## src/rtl/hall_call_register_if.sv

```systemverilog
// Event port of hall_call_register: one newly latched hall call per handshake.
// The register drives the master side; the dispatcher/logger is the slave.
interface hall_call_register_if;
  logic       evt_valid;
  logic [3:0] evt_floor;
  logic [1:0] evt_dir;
  logic       evt_ready;

  modport master (
    output evt_valid,
    output evt_floor,
    output evt_dir,
    input  evt_ready
  );

  modport slave (
    input  evt_valid,
    input  evt_floor,
    input  evt_dir,
    output evt_ready
  );
endinterface

```

## src/rtl/hall_call_register.sv

```systemverilog
// Hall-call latch for floors 0..10: holds button presses as call levels, clears them on
// arrival, and reports each new call once on a valid/ready event port. Optional filter: HALL_DEBOUNCE_EN.
module hall_call_register #(
  parameter int DEBOUNCE_CYCLES = 4
) (
  input  logic       clk,
  input  logic       rst,
  input  logic [1:0] btn0,
  input  logic [1:0] btn1,
  input  logic [1:0] btn2,
  input  logic [1:0] btn3,
  input  logic [1:0] btn4,
  input  logic [1:0] btn5,
  input  logic [1:0] btn6,
  input  logic [1:0] btn7,
  input  logic [1:0] btn8,
  input  logic [1:0] btn9,
  input  logic [1:0] btn10,
  input  logic       arr_valid,
  input  logic [3:0] arr_floor,
  input  logic [1:0] arr_dir,
  output logic [1:0] call0,
  output logic [1:0] call1,
  output logic [1:0] call2,
  output logic [1:0] call3,
  output logic [1:0] call4,
  output logic [1:0] call5,
  output logic [1:0] call6,
  output logic [1:0] call7,
  output logic [1:0] call8,
  output logic [1:0] call9,
  output logic [1:0] call10,
  output logic [4:0] pending_cnt,
  hall_call_register_if.master evt
);

  localparam int NB = 22;
  // Bit 2f+1 is floor f up, bit 2f is floor f down; floor 10 up and floor 0 down do not exist.
  localparam logic [NB-1:0] VALID_MASK = 22'h1F_FFFE;

  if ((DEBOUNCE_CYCLES < 2) || (DEBOUNCE_CYCLES > 15)) begin : g_bad_debounce
    $error("DEBOUNCE_CYCLES must be within 2..15");
  end

  function automatic logic [4:0] popcount22(input logic [NB-1:0] v);
    logic [4:0] n;
    n = 5'd0;
    for (int i = 0; i < NB; i++) begin
      n = n + {4'd0, v[i]};
    end
    return n;
  endfunction

  logic [NB-1:0] btn_raw_s;
  logic [NB-1:0] acc_s;
  logic [NB-1:0] set_s;
  logic [NB-1:0] clr_s;
  logic [NB-1:0] ack_s;
  logic [NB-1:0] btn_q;
  logic [NB-1:0] pend_q;
  logic [NB-1:0] pend_d;
  logic [NB-1:0] unrep_q;
  logic [NB-1:0] unrep_d;
  logic [4:0]    pcnt_q;
  logic [4:0]    pcnt_d;
  logic [3:0]    sel_floor_s;
  logic [1:0]    sel_dir_s;
  logic          evt_valid_s;

  assign btn_raw_s = {btn10, btn9, btn8, btn7, btn6, btn5, btn4, btn3, btn2, btn1, btn0} & VALID_MASK;

`ifdef HALL_DEBOUNCE_EN
  // btn_q holds the filtered level; a change is accepted on the DEBOUNCE_CYCLES-th differing sample.
  localparam logic [3:0] DB_LAST = 4'(DEBOUNCE_CYCLES - 1);
  logic [3:0] db_cnt_q [NB];
  logic [3:0] db_cnt_d [NB];

  // Counter filter: accepted level and next counter value per button bit.
  always_comb begin
    for (int i = 0; i < NB; i++) begin
      if (btn_raw_s[i] != btn_q[i]) begin
        if (db_cnt_q[i] == DB_LAST) begin
          acc_s[i]    = btn_raw_s[i];
          db_cnt_d[i] = 4'd0;
        end else begin
          acc_s[i]    = btn_q[i];
          db_cnt_d[i] = db_cnt_q[i] + 4'd1;
        end
      end else begin
        acc_s[i]    = btn_q[i];
        db_cnt_d[i] = 4'd0;
      end
    end
  end

  // Debounce counter registers.
  always_ff @(posedge clk) begin
    if (!rst) begin
      for (int i = 0; i < NB; i++) begin
        db_cnt_q[i] <= 4'd0;
      end
    end else begin
      for (int i = 0; i < NB; i++) begin
        db_cnt_q[i] <= db_cnt_d[i];
      end
    end
  end
`else
  assign acc_s = btn_raw_s;
`endif

  // Presented event: lowest floor first, up before down (loop runs downward so the last hit wins).
  always_comb begin
    sel_floor_s = 4'd0;
    sel_dir_s   = 2'b00;
    for (int f = 10; f >= 0; f--) begin
      sel_floor_s = (unrep_q[2*f+1] | unrep_q[2*f]) ? 4'(f) : sel_floor_s;
      sel_dir_s   = unrep_q[2*f+1] ? 2'b10 : (unrep_q[2*f] ? 2'b01 : sel_dir_s);
    end
  end

  assign evt_valid_s   = |unrep_q;
  assign evt.evt_valid = evt_valid_s;
  assign evt.evt_floor = sel_floor_s;
  assign evt.evt_dir   = sel_dir_s;

  // Next state of the call and unreported bits; an arrival clear beats a same-cycle set.
  always_comb begin
    clr_s = 22'd0;
    for (int f = 0; f < 11; f++) begin
      clr_s[2*f +: 2] = (arr_valid && (arr_floor == 4'(f))) ? arr_dir : 2'b00;
    end
    set_s   = acc_s & ~btn_q & ~pend_q & VALID_MASK;
    ack_s   = (evt_valid_s && evt.evt_ready) ? ({20'd0, sel_dir_s} << {sel_floor_s, 1'b0}) : 22'd0;
    pend_d  = (pend_q | set_s) & ~clr_s;
    unrep_d = (unrep_q | set_s) & ~clr_s & ~ack_s;
    pcnt_d  = popcount22(pend_d);
  end

  // State registers.
  always_ff @(posedge clk) begin
    if (!rst) begin
      btn_q   <= 22'd0;
      pend_q  <= 22'd0;
      unrep_q <= 22'd0;
      pcnt_q  <= 5'd0;
    end else begin
      btn_q   <= acc_s;
      pend_q  <= pend_d;
      unrep_q <= unrep_d;
      pcnt_q  <= pcnt_d;
    end
  end

  assign {call10, call9, call8, call7, call6, call5, call4, call3, call2, call1, call0} = pend_q;
  assign pending_cnt = pcnt_q;

endmodule
```

## src/flat_wrapper.sv

```systemverilog
// flat-port wrapper written by rule: the top's interface ports become plain ports
module hall_call_register_flat 
#(
  parameter int DEBOUNCE_CYCLES = 4
)
  (clk, rst, btn0, btn1, btn2, btn3, btn4, btn5, btn6, btn7, btn8, btn9, btn10, arr_valid, arr_floor, arr_dir, call0, call1, call2, call3, call4, call5, call6, call7, call8, call9, call10, pending_cnt, evt_evt_valid, evt_evt_floor, evt_evt_dir, evt_evt_ready);
  hall_call_register_if evt_i ();
  input  logic clk;
  input  logic rst;
  input  logic [1:0] btn0;
  input  logic [1:0] btn1;
  input  logic [1:0] btn2;
  input  logic [1:0] btn3;
  input  logic [1:0] btn4;
  input  logic [1:0] btn5;
  input  logic [1:0] btn6;
  input  logic [1:0] btn7;
  input  logic [1:0] btn8;
  input  logic [1:0] btn9;
  input  logic [1:0] btn10;
  input  logic arr_valid;
  input  logic [3:0] arr_floor;
  input  logic [1:0] arr_dir;
  output logic [1:0] call0;
  output logic [1:0] call1;
  output logic [1:0] call2;
  output logic [1:0] call3;
  output logic [1:0] call4;
  output logic [1:0] call5;
  output logic [1:0] call6;
  output logic [1:0] call7;
  output logic [1:0] call8;
  output logic [1:0] call9;
  output logic [1:0] call10;
  output logic [4:0] pending_cnt;
  output wire logic [$bits(evt_i.evt_valid)-1:0] evt_evt_valid;
  output wire logic [$bits(evt_i.evt_floor)-1:0] evt_evt_floor;
  output wire logic [$bits(evt_i.evt_dir)-1:0] evt_evt_dir;
  input wire logic [$bits(evt_i.evt_ready)-1:0] evt_evt_ready;
  assign evt_evt_valid = evt_i.evt_valid;
  assign evt_evt_floor = evt_i.evt_floor;
  assign evt_evt_dir = evt_i.evt_dir;
  assign evt_i.evt_ready = evt_evt_ready;
  hall_call_register #(.DEBOUNCE_CYCLES(DEBOUNCE_CYCLES)) u_core (.clk(clk), .rst(rst), .btn0(btn0), .btn1(btn1), .btn2(btn2), .btn3(btn3), .btn4(btn4), .btn5(btn5), .btn6(btn6), .btn7(btn7), .btn8(btn8), .btn9(btn9), .btn10(btn10), .arr_valid(arr_valid), .arr_floor(arr_floor), .arr_dir(arr_dir), .call0(call0), .call1(call1), .call2(call2), .call3(call3), .call4(call4), .call5(call5), .call6(call6), .call7(call7), .call8(call8), .call9(call9), .call10(call10), .pending_cnt(pending_cnt), .evt(evt_i));
endmodule
```

## config.mk

```make
export PLATFORM = sky130hd
export DESIGN_NAME = hall_call_register_flat
export DESIGN_NICKNAME = d
export VERILOG_FILES = /design/src/rtl/hall_call_register_if.sv /design/src/rtl/hall_call_register.sv /design/src/flat_wrapper.sv
export SDC_FILE = /design/constraint.sdc
export NUM_CORES = 1
export LEC_CHECK = 0
export ABC_AREA = 1
export CAP_MARGIN = 5
export CORE_ASPECT_RATIO = 1.2
export CORE_MARGIN = 4
export CORE_UTILIZATION = 29
export DETAILED_ROUTE_END_ITERATION = 10
export HOLD_SLACK_MARGIN = 0.06
export PLACE_DENSITY_LB_ADDON = 0.15
export SLEW_MARGIN = 25
export SYNTH_ARGS = -nofsm -noshare
export SYNTH_HDL_FRONTEND = slang
export SYNTH_SLANG_ARGS = --single-unit
```

## constraint.sdc

```tcl
create_clock -name clk -period 8.5 [get_ports clk]
set_input_delay 2.125 -clock clk [delete_from_list [all_inputs] [get_ports clk]]
set_output_delay 2.125 -clock clk [all_outputs]
set_load 0.01 [all_outputs]
```

==> results.ini, run 1 <==
[outcome]
status = finished clean

[floorplanning]
die_area_sq_mm = 0.0145
ios = 66
fp.dieH_um = 131
dieWidth_um = 111
initial_core_util_pct = 29.9
num_rows = 44
core-area_sq_mm = 0.0123

[logic_synthesis]
netlist_top_cells_count = inv_1, nand2_1, dfxtp_1
yosysMostFrequentCell = inv_1
synth_seq_area_share_pct = 37.6
syn-num-nets = 573
synth-simple-area-share_pct = 27.7
synth_fa_ha_area_share_pct = 10.6
synth_largest_area_cell = dfxtp_1
synth-compound-area-share_pct = 10.1
async_flop_share_pct = 0
synth-edff-count = 0
synth_top_area_share_pct = 37.6
yosys_register_bits = 69
synthXorXnorAreaFrac_pct = 0
synth_cell_types = 31
synth_area_leaders = dfxtp_1, inv_1, nand2_1
synth_flop_cell = dfxtp_1
yosys_warnings = 0
avgSynthCellArea_sq_um = 7.08
synth_top_family_by_area = simple AND/OR/NAND/NOR gates
synth_area_sq_mm = 0.00367
synth_mux_area_share_pct = 0
synth_cells = 519

[critical_path]
cp-start-kind = input port
worstSetupPathType = input port to flip-flop
critPathSlowestCell = fa_1
cp_max_fo = 8
crit_family = adder cells
critPathArrivalTime_ps = 7210
max_stage_delay_ps = 520
crit_top_cell = fa_1
crit_chain = clkdlybuf4s50_1 -> nand2_1 -> nor2_1 -> nand3_1 -> nand2_1 -> inv_1 -> fa_1 -> fa_1 -> inv_1 -> fa_1 -> fa_1 -> fa_1 -> inv_1 -> fa_1 -> fa_1 -> o21ai_0 -> a21oi_1
cp.buffers_inverters = 4
end_kind = flip-flop
crit_required_ps = 8720

[timing]
setup_tns_ps = 0
min_period_ps = 6990
worst_slew_pin_slew_ps = 803
fin_crit_sh_pct = 82.3
hold_violations = 0
rsz0062_at_grt = false
setup_viol = 0
drv_slew = 0
finalClockSkew_ps = 6.78
max_slew_margin_pct = 46.4
fmax_mhz = 143

[clock_network]
htreeDepth = 3
cts_resized = 0
cts_tree = done
cts-root-to-sink-buffers = 2
insertion_delay_ps = 330
hold_buffers = 0
root_buffer = clkbuf_16
cts_setup_buffers = 0
clock_sinks = 69
clkTransAtPathRegs_ps = 50
cts_buffers = 9

[routing]
route.met2.wl_mm = 4.89
wl_per_cell_um = 13.3
num_vias = 3333
wl_mm = 10.0
dr.first_iter.drc_count = 176
dr_wl_met3_um = 430
top_layer = met4
drt_first_pass_iters = 5
wl_met1_mm = 4.52
ant_nets = 0
routed_via_density = 4.42
drc = 0

[placement]
dp_cells = 739
place.port_buffers = 63
gp_congestion = 0.835
hpwl_mm = 8.02

[layout]
fillers = 1323
diodes = 0
final_cells = 754
layout.nets = 643
area_growth_syn_to_layout_pct = 30.9
drive_gt1_share_pct = 7.08

[grt]
antenna_found_initial = 0
grt_max_degree = 46
grt_pass1_wl_mm = 17.0
grt-ovfl-total = 0
grt_pass1_vias = 3429
track_usage_pct = 14.6

[power]
power_w = 0.00121
ir_worst_vdd_uv = 185
powerDensity_mw_per_mm2 = 251
p_leak_nw = 2.44

[hold_path]
hp-class = flip-flop to flip-flop

[flow_run]
cap_violations = 0

[worst min-delay path, stage by stage, from the launching register on]
cell	delay, ps
dfxtp_1	320
inv_1	70
nor2_1	50
[flip-flops by register name (all words and copies together), names as in the netlist]
signal,flops
u_core.pending_cnt,5
u_core.unrep_q,22
u_core.btn_q,20
u_core.pend_q,22
[cells by family (layout without fill, tap and decap cells)]
family | Yosys count | in the layout
compound gates | 68 | 68
fa+ha+maj | 22 | 22
buf+inv | 138 | 212
flops | 69 | 69
simple gates | 222 | 222
[through the flow]
step / setup WS [ps] / utilization, % / hold slack (ps) / instance area [sq um]
finish: 1510 / 39.2 / 481 / 4810
CTS: 1500 / 39.2 / 488 / 4810
global placement: 1150 / 36.7 / 462 / 4510
floorplan: 1900 / - / 465 / 3670
detailed placement: 1170 / 36.7 / 483 / 4510
global route: 1310 / 39.2 / 513 / 4810
[layout by cell type (no fill, tap or decap), types with 3 or more instances in the layout]
cell	synthesis	final
a21oi_1	42	42
nor2_1	56	56
nand2_4	4	4
clkdlybuf4s50_1	0	63
nand3_1	34	34
nor2_2	5	5
fa_1	15	15
o211ai_1	3	3
clkbuf_16	0	9
ha_1	7	7
o21ai_0	16	16
nand2_1	101	101
nor3_1	4	4
inv_1	127	127
buf_4	0	5
nand4_1	5	5
dfxtp_1	69	69
[layout make-up]
class	count	area (sq um)	share of cell area [%]
Sequential cell	69	1380	28.7
Timing Repair Buffer	68	668	13.9
Inverter	129	484	10.1
Clock inverter	4	47.5	0.989
Tap cell	161	201	4.19
Clock buffer	11	253	5.25
Multi-Input combinational cell	312	1770	36.9
[final timing paths]
check	startpoint	to	slack, ps	cells past startpoint
min	u_core.pend_q[0]$_SDFF_PN0_	u_core.pend_q[0]$_SDFF_PN0_	480	2
min reg2reg	u_core.pend_q[0]$_SDFF_PN0_	u_core.pend_q[0]$_SDFF_PN0_	480	2
max reg2reg	u_core.btn_q[1]$_SDFF_PN0_	u_core.pending_cnt[2]$_SDFF_PN0_	3890	15
max	arr_floor[2]	u_core.pending_cnt[2]$_SDFF_PN0_	1510	17
[metal layers]
metal  up-vias  global-route usage, %
met4         0                   4.79
met2        75                   25.1
met1      1515                   18.1
li1       1727                      -
met3        16                   3.36
met5         -                      0
[power by group]
part	switching [W]	internal, W	leakage (nW)
Clock	0.000135	0.000240	0.147
Combinational	0.000255	0.000203	1.72
Sequential	0.0000166	0.000357	0.573
Note: power is estimated with default switching activity, not from simulation.
==> inputs of run 2 (changes only) <==
==> constraint.sdc (replaced) <==
create_clock -name clk -period 6.8 [get_ports clk]
set_input_delay 1.7 -clock clk [delete_from_list [all_inputs] [get_ports clk]]
set_output_delay 1.7 -clock clk [all_outputs]
set_load 0.01 [all_outputs]
==> run 2 against run 1 <==
Effect of this change: routed wire length grew 1.3%; clock power grew 25%; worst setup slack lost 1100 ps; combinational power grew 25%; cell count grew 1.3%; sequential power grew 25%.
==> results.ini, run 2 (synthesis results as in run 1) <==
[grt]
grt-ovfl-total = 0  ; unchanged
grt_pass1_wl_mm = 17.0  ; about the same
track_usage_pct = 14.7  ; was 14.6%
antenna_found_initial = 0  ; unchanged
grt_max_degree = 46  ; unchanged
grt_pass1_vias = 3368  ; was 3429

[routing]
drt_first_pass_iters = 4  ; was 5
num_vias = 3356  ; was 3333
routed_via_density = 4.39  ; was 4.42
dr.first_iter.drc_count = 139  ; was 176
ant_nets = 0  ; unchanged
wl_per_cell_um = 13.3  ; about the same
drc = 0  ; unchanged
wl_mm = 10.2  ; was 10.0 mm

[critical_path]
crit_top_cell = fa_1  ; unchanged
cp.buffers_inverters = 4  ; unchanged
critPathSlowestCell = fa_1  ; unchanged
crit_required_ps = 7020  ; was 8720 ps
startpoint = arr_valid  ; was arr_floor[2]
cp-start-kind = input port  ; unchanged
max_stage_delay_ps = 520  ; about the same
crit_chain = clkdlybuf4s50_1 -> nor3b_2 -> nand3_1 -> inv_1 -> nor2_1 -> ha_1 -> inv_1 -> fa_1 -> fa_1 -> fa_1 -> fa_1 -> fa_1 -> inv_1 -> fa_1 -> fa_1 -> o21ai_0 -> a21oi_1  ; was clkdlybuf4s50_1 -> nand2_1 -> nor2_1 -> nand3_1 -> nand2_1 -> inv_1 -> fa_1 -> fa_1 -> inv_1 -> fa_1 -> fa_1 -> fa_1 -> inv_1 -> fa_1 -> fa_1 -> o21ai_0 -> a21oi_1
worstSetupPathType = input port to flip-flop  ; unchanged
end_kind = flip-flop  ; unchanged
critPathArrivalTime_ps = 6640  ; was 7210 ps
crit_family = adder cells  ; unchanged
r2r_start = u_core.btn_q[1]$_SDFF_PN0_  ; unchanged
r2r_setup_slack_ps = 2140  ; was 3890 ps
cp_max_fo = 3  ; was 8

[floorplanning]
fp.dieH_um = 131  ; unchanged
num_rows = 44  ; unchanged
dieWidth_um = 111  ; unchanged
die_area_sq_mm = 0.0145  ; unchanged
initial_core_util_pct = 29.9  ; unchanged
ios = 66  ; unchanged
core-area_sq_mm = 0.0123  ; unchanged

[layout]
layout_common_cells = inv_1, nand2_1, dfxtp_1, clkdlybuf4s50_1, nor2_1  ; unchanged
final_area_sq_mm = 0.00489  ; was 0.00481 sq mm
layout.nets = 653  ; was 643
post-route-util_pct = 39.8  ; was 39.2%
final_common_cell = inv_1  ; unchanged
reg_top3 = u_core.pend_q (22), u_core.unrep_q (22), u_core.btn_q (20)  ; unchanged
diodes = 0  ; unchanged
area_growth_syn_to_layout_pct = 33.0  ; was 30.9%
drive_gt1_share_pct = 8.46  ; was 7.08%
fillers = 1295  ; was 1323

[clock_network]
cts_tree = done  ; unchanged
cts_buffers = 9  ; unchanged
htreeDepth = 3  ; unchanged
cts-root-to-sink-buffers = 2  ; unchanged
hold_buffers = 0  ; unchanged
root_buffer = clkbuf_16  ; unchanged
clock_sinks = 69  ; unchanged
cts_setup_buffers = 0  ; unchanged
clkTransAtPathRegs_ps = 50  ; about the same
insertion_delay_ps = 330  ; about the same
cts_resized = 0  ; unchanged

[hold_path]
hp-start = u_core.pend_q[0]$_SDFF_PN0_  ; unchanged
hp-class = flip-flop to flip-flop  ; unchanged

[timing]
worst_slack_ps = 377  ; was 1510 ps
finalClockSkew_ps = 9.74  ; was 6.78 ps
hold_violations = 0  ; unchanged
setup_viol = 0  ; unchanged
drv_slew = 0  ; unchanged
worst_slew_pin_slew_ps = 774  ; was 803 ps
fin_crit_sh_pct = 94.5
min_period_ps = 6420
rsz0062_at_grt = false  ; unchanged
fmax_mhz = 156
max_slew_margin_pct = 48.3  ; was 46.4%
setup_tns_ps = 0  ; unchanged

[power]
ir_worst_vdd_uv = 252  ; was 185 uV
powerDensity_mw_per_mm2 = 309  ; was 251 mW/mm^2
p_leak_nw = 2.48  ; was 2.44 nW

[placement]
gp_congestion = 0.841  ; was 0.835
post_dp_cell_area_sq_mm = 0.00458  ; was 0.00451 sq mm
pre_cts_ws_ps = -18.5  ; was 1170 ps
place.port_buffers = 63  ; unchanged
hpwl_mm = 8.23  ; was 8.02 mm

[flow_run]
cap_violations = 0  ; unchanged

[outcome]
status = finished clean  ; unchanged

-- run 2: cell types whose count changed in the layout (fill, tap and decap cells not counted) --
cell,previous run,this run
buf_4,5,15
clkbuf_1,0,1
clkinv_2,2,0
clkinvlp_4,1,2
-- run 2: final timing paths --
path / cells after the start / to
max: 17 / u_core.pending_cnt[2]$_SDFF_PN0_
min: 2 / u_core.pend_q[0]$_SDFF_PN0_
max reg2reg: 15 / u_core.pending_cnt[2]$_SDFF_PN0_
min reg2reg: 2 / u_core.pend_q[0]$_SDFF_PN0_
-- run 2: worst reg2reg max path: cells and delay by family (launching register included) --
kind | cells | cell delay (ps)
AO/OA/AOI/OAI | 3 | 410
adder cells (fa/ha/maj) | 8 | 3580
buffers and inverters | 3 | 130
flip-flops | 1 | 300
AND/OR/NAND/NOR | 1 | 100
-- run 2: per-layer routing --
| layer | track usage (%) | vias up | share of wire (%) |
|---|---|---|---|
| met5 | 0 | - | 0 |
| li1 | - | 1751 | - |
| met3 | 2.81 | 19 | 3.1 |
| met2 | 24.8 | 53 | 48 |
| met1 | 17.9 | 1533 | 46 |
| met4 | 6.98 | 0 | 2.9 |
-- run 2: layout make-up --
class	instances	area (sq um)	area share, %
sequential	69	1380	28.3
timing repair buffer	78	743	15.2
clock inverter	3	45.0	0.922
tap	161	201	4.12
inverter	129	484	9.91
clock buffer	12	256	5.25
multi-input combinational	312	1770	36.3
-- run 2: report_power, final --
group          switching, W  internal, W  leakage [nW]
sequential        0.0000208     0.000447         0.573
combinational      0.000317     0.000257          1.77
clock              0.000168     0.000302         0.141
-- run 2: per-stage QoR --
step / total power (W) / cells / hold slack, ps
global placement: 0.00106 / 749 / 474
CTS: 0.00154 / 764 / 486
global route: 0.00164 / 764 / 511
detailed placement: 0.00106 / 749 / 481
finish: 0.00151 / 764 / 474
floorplan: 0.000878 / 519 / 465
